[src/rtl/fetch_queue.sv]
// Fetch-to-decode instruction queue: circular FIFO of {inst, pc} with flush.
// Optional same-cycle empty-queue bypass is enabled by defining FETCH_QUEUE_BYPASS_EN.
module fetch_queue #(
  parameter int unsigned DEPTH    = 4,
  parameter logic [31:0] NOP_INST = 32'h00000013
) (
  input  logic                     clk,
  input  logic                     rst,
  input  logic [31:0]              inst_in,
  input  logic [31:0]              pc_in,
  input  logic                     in_valid,
  output logic                     in_ready,
  input  logic                     flush,
  output logic [31:0]              out_inst,
  output logic [31:0]              out_pc,
  output logic                     out_valid,
  input  logic                     out_ready,
  output logic [$clog2(DEPTH):0]   count
);

  localparam int unsigned AW = $clog2(DEPTH);
  localparam int unsigned CW = AW + 1;

  logic [31:0]   inst_mem [DEPTH];
  logic [31:0]   pc_mem   [DEPTH];
  logic [AW-1:0] rd_ptr;
  logic [AW-1:0] wr_ptr;
  logic          empty;
  logic          byp;
  logic          push;
  logic          pop;

  assign empty    = (count == '0);
  assign in_ready = (count < CW'(DEPTH));

`ifdef FETCH_QUEUE_BYPASS_EN
  assign byp = empty && in_valid && !flush;
`else
  assign byp = 1'b0;
`endif

  assign out_valid = !flush && (!empty || byp);
  // A bypassed entry consumed in the same cycle never touches storage.
  assign pop       = !empty && out_valid && out_ready;
  assign push      = in_valid && in_ready && !flush && !(byp && out_ready);

  // Head selection; NOP and zero PC whenever nothing is valid.
  always_comb begin
    out_inst = NOP_INST;
    out_pc   = '0;
    if (out_valid) begin
      out_inst = inst_mem[rd_ptr];
      out_pc   = pc_mem[rd_ptr];
    end
`ifdef FETCH_QUEUE_BYPASS_EN
    if (byp) begin
      out_inst = inst_in;
      out_pc   = pc_in;
    end
`endif
  end

  // Pointers and occupancy; power-of-two depth lets the pointers wrap naturally.
  always_ff @(posedge clk) begin
    if (rst || flush) begin
      rd_ptr <= '0;
      wr_ptr <= '0;
      count  <= '0;
    end else begin
      if (push) wr_ptr <= wr_ptr + AW'(1);
      if (pop)  rd_ptr <= rd_ptr + AW'(1);
      count <= count + CW'(push) - CW'(pop);
    end
  end

  // Storage array, not reset.
  always_ff @(posedge clk) begin
    if (!rst && push) begin
      inst_mem[wr_ptr] <= inst_in;
      pc_mem[wr_ptr]   <= pc_in;
    end
  end

endmodule

[config.mk]
export PLATFORM = sky130hd
export DESIGN_NAME = fetch_queue
export DESIGN_NICKNAME = d
export VERILOG_FILES = /design/src/rtl/fetch_queue.sv
export SDC_FILE = /design/constraint.sdc
export NUM_CORES = 1
export LEC_CHECK = 0
export BUFFER_PORTS_ARGS = -buffer_cell sky130_fd_sc_hd__buf_2
export CAP_MARGIN = 20
export CORE_AREA = 2 2 174 176
export CTS_BUF_LIST = sky130_fd_sc_hd__clkbuf_4 sky130_fd_sc_hd__clkbuf_8
export CTS_CLUSTER_DIAMETER = 80
export DETAILED_ROUTE_END_ITERATION = 10
export DIE_AREA = 0 0 176 178
export SYNTH_ARGS = -nofsm -noshare
export SYNTH_HDL_FRONTEND = slang
export SYNTH_SLANG_ARGS = --single-unit
[constraint.sdc]
create_clock -name clk -period 3.43 [get_ports clk]
set_clock_uncertainty 0.2 [all_clocks]
set_input_delay 0.343 -clock clk [delete_from_list [all_inputs] [get_ports clk]]
set_output_delay 0.343 -clock clk [all_outputs]
set_load 0.01 [all_outputs]
After elaboration in Yosys (flattened, before gate mapping)
Memories as Yosys holds them, arrays and structs flattened. A register that Yosys moved wholly into a read port is not among the register bits.
Index checks and enable logic that the tools add are counted.
- register bits after elaboration: 7
- RAM bits: 256
- input bits: 69
- output and inout port bits: 69
- logic and storage cells: 29
- memories kept: 2
- $add $sub $neg: 4
- $lt $le $gt $ge: 1
- muxes and demuxes: 8
- reductions and logical operators: 11
- memories (name ; words ; width ; read ports ; clocked after Yosys merged registers in ; wr ports ; line ; text):
    inst_mem ; 4 ; 32 ; 1 ; 1 ; 1 ; 24 ; logic [31:0] inst_mem [DEPTH];
    pc_mem ; 4 ; 32 ; 1 ; 1 ; 1 ; 25 ; logic [31:0] pc_mem [DEPTH];
- operators by type and width (cell ; number):
    32-bit 2-to-1 mux ; 2
    2-bit 2-to-1 mux ; 4
    1-bit logical AND ; 6
    2-bit by 1-bit adder with 2-bit output, second input constant ; 2
    3-bit by 1-bit adder with 3-bit output ; 1
    1-bit zero test ; 3
    3-bit zero test ; 1
    3-bit < comparator, second input constant ; 1
    3-bit by 1-bit subtractor with 3-bit output ; 1
    1-bit 2-to-1 mux ; 2
    1-bit logical OR ; 1

Logic depth before layout (Yosys ltp)
- word-level depth: 7
- gate-level depth with buffers: 10
- mapped depth without buffers: 10

Worst setup path before layout
OpenSTA, ideal clock, no wires.
- path type: input port to flip-flop
- from: input flush
- to: memory inst_mem[0][0] (enable)
- setup time: 429 ps
- data arrival time: 2325 ps
- required time: 2801 ps
- path slack: 476 ps
- stages: 3
- path buffers: 1
- cells stage by stage: clkbuf_1 nor2_1 and3_1
- word-level cells in the longest chain between the ends: 5
- ends and longest elaborated chain (element ; line ; text):
    from (decl) ; 13 ; input logic flush,
    1-bit zero test ; 45 ; assign push = in_valid && in_ready && !flush && !(byp && out_ready);
    1-bit logical AND ; 45 ;
    1-bit logical AND ; 78 ; if (!rst && push) begin
    1-bit 2-to-1 mux ; 78 ;
    1-bit 2-to-1 mux (not written as such) ; 79 ; inst_mem[wr_ptr] <= inst_in;
    to (decl) ; 24 ;
Every way passes these cells.

Final worst setup path
- from: register count[2]
- to: register count[2]
- word-level cells in the longest chain between the ends: 6
- elaborated cells between the ends (all ways): 10
- those cells by class: 2 x add/sub; 1 x order compare; 7 x reduce/logical
- ends and longest elaborated chain (element ; line ; text):
    from (decl) ; 18 ; output logic [$clog2(DEPTH):0] count
    from (signal assigned) ; 72 ; count <= count + CW'(push) - CW'(pop);
    3-bit zero test * ; 33 ; assign empty = (count == '0);
    1-bit zero test * ; 42, 44 ;
    1-bit logical AND ; 42 ; assign out_valid = !flush && (!empty || byp);
    1-bit logical AND * (2 in series) ; 44 ; assign pop = !empty && out_valid && out_ready;
    via pop ; 31 ; logic pop;
    3-bit by 1-bit subtractor with 3-bit output * ; 72 ;
The timed path passes the listed nets; every way through them passes the cells marked *.
A chain may end at the register's enable or synchronous reset.

==> results.tsv <==
metric	value	unit
ir_drop	0.331	mV
numCtsBuffers	45	
boundaryPins	138	
die_y	178	um
synth_seq_cells	265	
dpl.hpwl	11700	um
tritoncts	yes	
first_iter_violations	316	
final-seq-area	0.00788	mm2
hold_path_class	input pin to register	
synth-main-ff-cell	edfxtp_1	
path_buf_inv	2	
final_cell_mix	256 x edfxtp_1, 137 x buf_2, 68 x dlygate4sd3_1, 64 x mux4_2, 63 x and2_1	
grt_usage	13.4	%
postCtsSetupBuffers	0	
clock.fmax	319	MHz
path_max_fanout	6	
synth_edf_count	256	
cp-start-kind	register	
finalCritPeriodShare	91.5	%
synth.cell_area	0.0102	mm2
drv_slew	0	
total_power	6.86	mW
crit_slowest_cell	dlygate4sd3_1	
grt_max_degree	63	
finalWeightedCongestion	0.779	
outcome	finished, final reports clean	
areaGrowthSynthToFinish	28.0	%
synth_cell_types	26	
syn_area_per_cell	22.3	um2
clk_latency	0.53	ns
drive_above_1_share	39.8	%
cp.arrival	3.35	ns
cts_max_level	2	
yosysSeqAreaShare	77.4	%
rsz0062_at_grt	no	
drt_first_pass_iters	4	
clkTransAtPathRegs	0.06	ns
antenna_found_initial	1	
vias	5272	
ant_nets	0	
worstPathRequired	3.64	ns
dieArea	0.0313	mm2
initial_core_util	34.6	%
syn_nets	532	
synthArstFlopShare	0	%
grt_pass1_vias	5967	
final-hold-violation-count	0	
slew_headroom	57.0	%
cp_cell_sequence	nor3_2, or2_1, nor2_1, ha_1, inv_1, ha_1, fa_1, xnor2_1, xnor2_1, nor3_1, dlygate4sd3_1	
yosys.area.top_type	edfxtp_1	
multi_input_area	0.00213	mm2
fillCellCount	2553	
cp-end-kind	register	
critical_path_class	register to register	
cts_sinks	265	
cellLeakagePower	4.52	nW
grt_remaining_overflow	0	
power_density	527	mW/mm2
synth_top_area_share	75.6	%
routedWlPerCell	18.3	um
portBuffers	137	
grt_pass1_wl	32200	um
synth_cells	456	
layout_commonest_cell	edfxtp_1	
path_delay_family	adder cells	
synth_area_leaders	edfxtp_1 76%, mux4_2 14%, and2_1 3.9%	
fp-row-count	63	
routed_via_density	4.69	
drc	0	
cts_buffer_depth	3	
slowest_delay	0.55	ns
drt_wl_total	20600	um
nets	770	
timing.final.crit_period	3.14	ns
die_x	176	um
setup_viol	0	
yosys_warnings	0	
cts_root_buffer	clkbuf_8	
worst_pin_slew	0.646	ns
maxCapViolations	0	
tns	0	ns
coreArea	0.0294	mm2
-- metal layers --
metal,routed length [um],GRT usage (%),part of all wire (%),vias up
met2,10600,24.3,52,155
met1,8420,15.5,41,2724
met5,0,0,0,-
met3,1060,3.24,5.1,49
met4,498,4.99,2.4,0
li1,-,-,-,2344
-- path summary, 6_finish.rpt --
path | start | to | slack [ns] | cells past startpoint
worst max-delay path | count[2] | count[2] | 0.29 | 11
worst min register to register | rd_ptr[1] | register | 0.37 | 2
worst min-delay path | in_valid | wr_ptr[0] | 0.17 | 4
worst max register to register | count[2] | count[2] | 0.29 | 11
-- sequential cells by signal (all words and copies together) (netlist names), named ones only --
register	count
inst_mem	128
pc_mem	128
count	3
rd_ptr	2
wr_ptr	2
-- power by group --
group | total, mW | switching (mW) | leakage, nW | internal (mW)
Combinational | 0.272 | 0.130 | 1.62 | 0.142
Sequential | 3.60 | 0.0104 | 2.39 | 3.59
Clock | 2.99 | 1.20 | 0.514 | 1.79
Total | 6.86 | 1.34 | 4.52 | 5.52
-- final cells by class --
cell class	instances	share of cell area [%]
flip-flops and latches	265	60.5
repair buffers	213	11.5
inverters	8	0.231
multi-input cells	161	16.4
clock inverters	19	1.42
well taps	390	3.75
clock buffers	65	6.11
diodes	2	0.0385
-- metrics by stage --
stage / hold WS (ns) / setup slack, ns / utilization (%) / instances / cell area [um2]
global route: 0.152 / 0.119 / 44.3 / 1122 / 13000
finish: 0.173 / 0.293 / 44.3 / 1123 / 13000
global placement: 0.346 / 0.895 / 38.6 / 969 / 11300
detailed placement: 0.352 / 0.834 / 38.6 / 969 / 11300
CTS: 0.122 / 0.320 / 44.2 / 1121 / 13000
floorplan: 0.220 / 0.476 / - / 456 / 10200
-- cell usage after synthesis, types with 2 or more instances --
cell      count
buf_2        12
mux4_2       64
ha_1          6
clkbuf_1      2
and2_1       63
o31ai_1       2
dfxtp_1       9
nor2_1        2
buf_6         6
nor3_1        4
inv_1         7
edfxtp_1    256
and3_1        4
or3_1         4
xnor2_1       3
o311ai_0      2
-- cells by family (layout without fill, tap and decap cells) --
family	count (synthesis)	in the layout	synth area share (%)
buffers and inverters	30	305	1.82
other	0	2	0
AOI/OAI and AO/OA	4	4	0.320
adders and majority gates	7	7	0.935
DFF	265	265	77.4
and+or+nand+nor	81	81	4.92
xor gates and xnor gates	4	4	0.345
muxes	65	65	14.3
-- timing repair --
| action | in CTS | in global routing |
|---|---|---|
| endpoints found under the setup margin | 0 | 0 |
| resized for setup | 0 | 0 |
| hold buffers | 68 | 0 |
| endpoints found under the hold margin | 263 | 0 |
-- worst min-delay path, stage by stage --
cell and delay (ns):
buf_2 0.09, nor2b_1 0.20, xnor2_1 0.17, nor3_1 0.05
Note: power is estimated with default switching activity, not from simulation.
